===== config.mk =====
export PLATFORM = sky130hd
export DESIGN_NAME = sprite_pixel_fetch_flat
export DESIGN_NICKNAME = d
export VERILOG_FILES = /design/src/rtl/sprite_pixel_fetch_if.sv /design/src/rtl/sprite_pixel_fetch.sv /design/src/flat_wrapper.sv
export SDC_FILE = /design/constraint.sdc
export NUM_CORES = 1
export LEC_CHECK = 0
export BUFFER_PORTS_ARGS = -buffer_cell sky130_fd_sc_hd__buf_2
export CELL_PAD_IN_SITES_DETAIL_PLACEMENT = 0
export CELL_PAD_IN_SITES_GLOBAL_PLACEMENT = 1
export CORE_AREA = 2 2 106 108
export CTS_BUF_LIST = sky130_fd_sc_hd__clkbuf_16
export DETAILED_ROUTE_END_ITERATION = 10
export DIE_AREA = 0 0 108 110
export PLACE_DENSITY = 0.8
export SYNTH_ARGS = -nofsm -noshare
export SYNTH_HDL_FRONTEND = slang
export SYNTH_SLANG_ARGS = --single-unit

===== constraint.sdc =====
create_clock -name clk -period 2.05 [get_ports clk]
set_clock_uncertainty 0.1 [all_clocks]
set_input_delay 0.205 -clock clk [delete_from_list [all_inputs] [get_ports clk]]
set_output_delay 0.205 -clock clk [all_outputs]
set_load 0.02 [all_outputs]

===== src/rtl/sprite_pixel_fetch_if.sv =====
// Sprite pixel fetch bus: pixel request fields, the shared ROM port and the
// registered pixel result. The fetch block is the slave; whoever issues
// requests and hosts the character ROMs is the master.
interface sprite_pixel_fetch_if #(
  parameter int NUM_TYPES = 8,
  parameter int ADDR_W    = 13,
  parameter int PIX_W     = 2,
  parameter int TYPE_W    = (NUM_TYPES > 1) ? $clog2(NUM_TYPES) : 1
);
  logic                        req_valid;
  logic [TYPE_W-1:0]           req_type;
  logic [7:0]                  req_x;
  logic [7:0]                  req_y;
  logic [7:0]                  req_width;
  logic [7:0]                  req_height;
  logic [1:0]                  req_frame;
  logic [ADDR_W-1:0]           req_frame_size;
  logic                        req_flip;
  logic [ADDR_W-1:0]           rom_addr;
  logic [NUM_TYPES*PIX_W-1:0]  rom_data;
  logic                        pix_valid;
  logic [PIX_W-1:0]            pix_value;
  logic                        pix_opaque;

  modport master (
    output req_valid, req_type, req_x, req_y, req_width, req_height,
           req_frame, req_frame_size, req_flip, rom_data,
    input  rom_addr, pix_valid, pix_value, pix_opaque
  );

  modport slave (
    input  req_valid, req_type, req_x, req_y, req_width, req_height,
           req_frame, req_frame_size, req_flip, rom_data,
    output rom_addr, pix_valid, pix_value, pix_opaque
  );
endinterface


===== src/rtl/sprite_pixel_fetch.sv =====
// Sprite pixel fetch: turns a sprite-local (x,y) request into a shared ROM
// address, carries the request's type and range flag alongside the ROM read,
// then picks the addressed type's slot from the concatenated ROM outputs.
// Fixed latency, one request per cycle, no backpressure.
module sprite_pixel_fetch #(
  parameter int NUM_TYPES = 8,
  parameter int ADDR_W    = 13,
  parameter int PIX_W     = 2,
  parameter int ROM_LAT   = 1,
  parameter int TYPE_W    = (NUM_TYPES > 1) ? $clog2(NUM_TYPES) : 1
) (
  input  logic               clk,
  input  logic               rst,
  sprite_pixel_fetch_if.slave bus
);
  localparam logic [PIX_W-1:0] TRANSP = {PIX_W{1'b1}};

  logic [7:0]        w_x_eff;
  logic [ADDR_W-1:0] w_addr;
  logic              w_oor;
  logic [PIX_W-1:0]  w_slots [NUM_TYPES];
  logic [PIX_W-1:0]  w_slot_sel;
  logic [PIX_W-1:0]  w_pix;

  logic [ADDR_W-1:0] r_rom_addr;
  logic [ROM_LAT:0]  r_vld_pipe;
  logic [ROM_LAT:0]  r_oor_pipe;
  logic [TYPE_W-1:0] r_type_pipe [ROM_LAT+1];
  logic              r_pix_valid;
  logic [PIX_W-1:0]  r_pix_value;
  logic              r_pix_opaque;

  // Address and range check for the request on the bus this cycle. The sum is
  // modular, so only its low ADDR_W bits are ever observable; computing it
  // directly at ADDR_W gives the same wrapped address.
  always_comb begin
    w_x_eff = bus.req_flip ? (bus.req_width - 8'd1 - bus.req_x) : bus.req_x;
    w_addr  = ADDR_W'(bus.req_frame) * bus.req_frame_size
            + ADDR_W'(bus.req_y) * ADDR_W'(bus.req_width)
            + ADDR_W'(w_x_eff);
    w_oor   = (bus.req_x >= bus.req_width) || (bus.req_y >= bus.req_height) ||
              (bus.req_width == 8'd0) || (int'(bus.req_type) >= NUM_TYPES);
  end

  genvar gi;
  generate
    for (gi = 0; gi < NUM_TYPES; gi++) begin : g_slot
      assign w_slots[gi] = bus.rom_data[gi*PIX_W +: PIX_W];
    end
  endgenerate

  // Slot mux for the request whose ROM data is arriving; a type with no ROM
  // falls through to the transparent code (its range flag is set anyway).
  always_comb begin
    w_slot_sel = TRANSP;
    for (int k = 0; k < NUM_TYPES; k++) begin
      if (r_type_pipe[ROM_LAT] == TYPE_W'(k)) begin
        w_slot_sel = w_slots[k];
      end
    end
    w_pix = r_oor_pipe[ROM_LAT] ? TRANSP : w_slot_sel;
  end

  // Stage 0: register the ROM address (held when idle) and the request tag.
  always_ff @(posedge clk or posedge rst) begin
    if (rst) begin
      r_rom_addr     <= '0;
      r_vld_pipe[0]  <= 1'b0;
      r_oor_pipe[0]  <= 1'b0;
      r_type_pipe[0] <= '0;
    end else begin
      r_vld_pipe[0] <= bus.req_valid;
      if (bus.req_valid) begin
        r_rom_addr     <= w_addr;
        r_oor_pipe[0]  <= w_oor;
        r_type_pipe[0] <= bus.req_type;
      end
    end
  end

  // Tag shift pipeline that keeps pace with the ROM read latency.
  always_ff @(posedge clk or posedge rst) begin
    if (rst) begin
      for (int s = 1; s <= ROM_LAT; s++) begin
        r_vld_pipe[s]  <= 1'b0;
        r_oor_pipe[s]  <= 1'b0;
        r_type_pipe[s] <= '0;
      end
    end else begin
      for (int s = 1; s <= ROM_LAT; s++) begin
        r_vld_pipe[s]  <= r_vld_pipe[s-1];
        r_oor_pipe[s]  <= r_oor_pipe[s-1];
        r_type_pipe[s] <= r_type_pipe[s-1];
      end
    end
  end

  // Output stage: value holds between results, opaque only with a valid strobe.
  always_ff @(posedge clk or posedge rst) begin
    if (rst) begin
      r_pix_valid  <= 1'b0;
      r_pix_value  <= '0;
      r_pix_opaque <= 1'b0;
    end else if (r_vld_pipe[ROM_LAT]) begin
      r_pix_valid  <= 1'b1;
      r_pix_value  <= w_pix;
      r_pix_opaque <= (w_pix != TRANSP);
    end else begin
      r_pix_valid  <= 1'b0;
      r_pix_opaque <= 1'b0;
    end
  end

  assign bus.rom_addr   = r_rom_addr;
  assign bus.pix_valid  = r_pix_valid;
  assign bus.pix_value  = r_pix_value;
  assign bus.pix_opaque = r_pix_opaque;
endmodule


===== src/flat_wrapper.sv =====
// flat-port wrapper written by rule: the top's interface ports become plain ports
module sprite_pixel_fetch_flat 
#(
  parameter int NUM_TYPES = 8,
  parameter int ADDR_W    = 13,
  parameter int PIX_W     = 2,
  parameter int ROM_LAT   = 1,
  parameter int TYPE_W    = (NUM_TYPES > 1) ? $clog2(NUM_TYPES) : 1
)
  (clk, rst, bus_req_valid, bus_req_type, bus_req_x, bus_req_y, bus_req_width, bus_req_height, bus_req_frame, bus_req_frame_size, bus_req_flip, bus_rom_data, bus_rom_addr, bus_pix_valid, bus_pix_value, bus_pix_opaque);
  sprite_pixel_fetch_if #(.NUM_TYPES(NUM_TYPES), .ADDR_W(ADDR_W), .PIX_W(PIX_W), .TYPE_W(TYPE_W)) bus_i ();
  input  logic clk;
  input  logic rst;
  input wire logic [$bits(bus_i.req_valid)-1:0] bus_req_valid;
  input wire logic [$bits(bus_i.req_type)-1:0] bus_req_type;
  input wire logic [$bits(bus_i.req_x)-1:0] bus_req_x;
  input wire logic [$bits(bus_i.req_y)-1:0] bus_req_y;
  input wire logic [$bits(bus_i.req_width)-1:0] bus_req_width;
  input wire logic [$bits(bus_i.req_height)-1:0] bus_req_height;
  input wire logic [$bits(bus_i.req_frame)-1:0] bus_req_frame;
  input wire logic [$bits(bus_i.req_frame_size)-1:0] bus_req_frame_size;
  input wire logic [$bits(bus_i.req_flip)-1:0] bus_req_flip;
  input wire logic [$bits(bus_i.rom_data)-1:0] bus_rom_data;
  output wire logic [$bits(bus_i.rom_addr)-1:0] bus_rom_addr;
  output wire logic [$bits(bus_i.pix_valid)-1:0] bus_pix_valid;
  output wire logic [$bits(bus_i.pix_value)-1:0] bus_pix_value;
  output wire logic [$bits(bus_i.pix_opaque)-1:0] bus_pix_opaque;
  assign bus_i.req_valid = bus_req_valid;
  assign bus_i.req_type = bus_req_type;
  assign bus_i.req_x = bus_req_x;
  assign bus_i.req_y = bus_req_y;
  assign bus_i.req_width = bus_req_width;
  assign bus_i.req_height = bus_req_height;
  assign bus_i.req_frame = bus_req_frame;
  assign bus_i.req_frame_size = bus_req_frame_size;
  assign bus_i.req_flip = bus_req_flip;
  assign bus_i.rom_data = bus_rom_data;
  assign bus_rom_addr = bus_i.rom_addr;
  assign bus_pix_valid = bus_i.pix_valid;
  assign bus_pix_value = bus_i.pix_value;
  assign bus_pix_opaque = bus_i.pix_opaque;
  sprite_pixel_fetch #(.NUM_TYPES(NUM_TYPES), .ADDR_W(ADDR_W), .PIX_W(PIX_W), .ROM_LAT(ROM_LAT), .TYPE_W(TYPE_W)) u_core (.clk(clk), .rst(rst), .bus(bus_i));
endmodule

==> metrics.md <==
| Metric | Value |
|---|---|
| Initial DRT Pass Iterations | 5 |
| Layout overhead on the synthesized area | 36.32% |
| CTS clk-pin slew, worst paths | 0.07 ns |
| H-Tree Depth | 1 |
| Psw | 3470 µW |
| DRC | 0 |
| DR vias | 3898 |
| Most frequent cells in the layout | inv_1, buf_2, buf_4, nand2_1, fa_1 |
| Avg Cell Area, Syn | 9.023 µm² |
| Die Y | 110 µm |
| WHS | 0.06751 ns |
| I/O Buffers | 86 |
| Commonest non-fill, non-tap cell in the layout | inv_1 |
| HPWL Detailed | 9.330 mm |
| Num CTS Buffers | 3 |
| Largest net degree at the start of global routing | 29 |
| Chip width | 108 µm |
| FF+latch count, synth | 27 |
| Endpoints failing hold | 0 |
| Die area | 11880 µm² |
| Maxcap violations | 0 |
| Status | finished, violations left |
| Ports | 87 |
| # diodes | 0 |
| Share of layout cells above drive strength 1 | 35.37% |
| Initial antenna violation count | 0 |
| Congestion Overflow GR | 0 |
| Initial Utilization | 43.02% |
| Hold Path Class | primary input to register |
| TritonCTS clock tree | done |
| Leak pwr | 0.003200 µW |
| Clock Sinks | 27 |
| Clk_lat worst skew | 0.26 ns |
| Fin nets | 860 |
| Final core utilization | 58.64% |
| Root buf cell | clkbuf_16 |
| Max Clock Freq | 230.7 MHz |
| Routed WL | 10.89 mm |
| Top_reg_cell synth | dfrtp_1 |
| Crit path time final | 4.335 ns |
| CP Launch Type | primary input |
| Synth unique cells | 47 |
| Clock power share | 5.6% |
| 1st-iter DRT viols | 120 |
| Worst-margin pin slew | 0.3916 ns |
| Routed wire length per instance | 13.44 µm |
| Core area | 10700 µm² |
| Number of synthesized flops with an enable pin | 0 |
| Placed instance area | 5826 µm² |
| Max IR drop VDD | 0.001042 V |
| Comb power frac | 84.4% |
| CP Max Fanout | 5 |
| Final cycle utilization of the critical path | 211.5% |
| Cell-internal power | 4570 µW |
| Critical Path AT | 4.39 ns |
| Failing checks | negative setup slack |
| Sequential share of the synthesized area | 14.68% |
| Overall routing resource usage | 19.90% |
| Async set-reset flop share out of synthesis | 100.0% |
| CTS Buffer Depth | 2 |
| Routability congestion estimate | 0.8733 |
| Vias in the first global route | 4274 |
| Number of synthesis warnings | 0 |
| P per Cell Area | 1282 nW/µm² |
| Vias per Instance | 4.812 |
| Unrepaired setup endpoints after global routing | true |
| Mapped Cells | 510 |
| Synthesized net count | 699 |
| Worst EP required | 2.10 ns |
| Rel. slew slack | 73.89% |
| Fin. max-slew vios | 0 |
| Kind of critical path | primary input to register |
| Layout Cell Area excl Fill | 6274 µm² |
| Core Rows | 38 |
| First-pass GRT wire length | 18.95 mm |
| CP Capture Type | register |
| Seq pwr share | 10.0% |
| Setup TNS | -21.22 ns |
| Worst Slack Setup Final | -2.285 ns |
| Synth Cell Area | 4602 µm² |
| Antenna Nets Post-Route | 0 |
| Final setup fails | 12 |
| Net Sw Frac | 43.16% |
==> kinds of logic after synthesis <==
group	after synthesis	synth area share, %
AO/OA/AOI/OAI	50	6.906
XOR/XNOR	20	4.432
adder cells (fa/ha/maj)	119	42.47
buffers and inverters	125	10.22
flip-flops	27	14.68
multiplexers	20	5.193
AND/OR/NAND/NOR	149	16.10
==> flip-flops by register name, summed over array words and instances (netlist names) <==
register / flops
u_core.bus.rom_addr: 13
u_core.r_type_pipe: 6
u_core.bus.pix_value: 2
u_core.r_oor_pipe: 2
u_core.r_vld_pipe: 2
u_core.bus.pix_opaque: 1
u_core.bus.pix_valid: 1
==> routing by layer <==
metal | global-route usage (%) | up-vias | share of wire [%]
li1 | - | 1908 | -
met1 | 24.79 | 1905 | 41
met2 | 38.14 | 75 | 54
met3 | 1.352 | 10 | 3.9
met4 | 3.755 | 0 | 0.94
met5 | 0 | - | 0
==> critical path, cell delays in order <==
cell	delay (ns)
buf_2	0.15
and2_1	0.18
fa_1	0.53
inv_1	0.05
fa_1	0.51
inv_1	0.06
fa_1	0.49
fa_1	0.51
inv_1	0.05
fa_1	0.51
inv_2	0.05
ha_4	0.26
and2_4	0.16
o211ai_1	0.12
nand2_1	0.12
nor2_1	0.06
xnor2_1	0.12
mux2_4	0.25
==> worst paths after layout <==
check,slack [ns],end,start,depth (start not counted)
min in group asynchronous,0.44,u_core.bus.rom_addr[5],rst,4
hold reg to reg,0.26,u_core.r_vld_pipe[1],u_core.r_vld_pipe[0],0
hold / removal,0.07,u_core.r_type_pipe[4],bus_req_type[1],2
setup / recovery,-2.28,u_core.bus.rom_addr[8],bus_req_width[2],18
setup reg to reg,0.40,u_core.bus.pix_value[0],u_core.r_type_pipe[0],4
max in group asynchronous,1.17,u_core.r_oor_pipe[1],rst,4
==> final cells by class <==
| cell class | count | area (µm²) |
|---|---|---|
| fill | 970 | 4424 |
| multi-input combinational | 358 | 3795 |
| timing repair buffer | 166 | 1091 |
| sequential | 27 | 675.6 |
| inverter | 115 | 452.9 |
| tap | 140 | 175.2 |
| clock buffer | 3 | 75.07 |
| clock inverter | 1 | 8.758 |
==> timing repair <==
action | 4_1_cts | 5_1_grt
endpoints found under the setup margin | 12 | 12
cloned | 1 | 0
endpoints found under the hold margin | 27 | 0
hold buffers | 1 | 0
resized for setup | 36 | 29
pin swaps | 42 | 27
setup buffers | 3 | 6
==> power by group through the flow <==
stage | Clock [µW] | Combinational (µW) | Sequential, µW
final | 451 | 6780 | 807
after CTS | 459 | 6300 | 807
after global routing | 481 | 7680 | 826
after floorplan | 0 | 3680 | 968
after detailed placement | 0 | 5590 | 815
after global placement | 0 | 5480 | 814
==> stage by stage <==
stage / setup WS (ns) / instances / total power, µW
final: -2.285 / 810 / 8040
after global routing: -2.557 / 810 / 8987
after CTS: -2.345 / 807 / 7566
after detailed placement: -2.704 / 798 / 6401
after global placement: -2.645 / 798 / 6290
after floorplan: -2.267 / 510 / 4646
==> Yosys cell counts (all sizes together) (10+ instances only) <==
library cell    n  share of area [%]
inv           114                9.3
a21oi          14                1.5
and2           40                5.4
o21ai          11                1.2
nor2           19                1.5
fa             62                 27
xnor2          16                3.4
nand2          60                4.9
dfrtp          27                 15
clkbuf         10               0.82
mux2           11                2.7
ha             57                 15
Power figures use the tool's default switching activity.
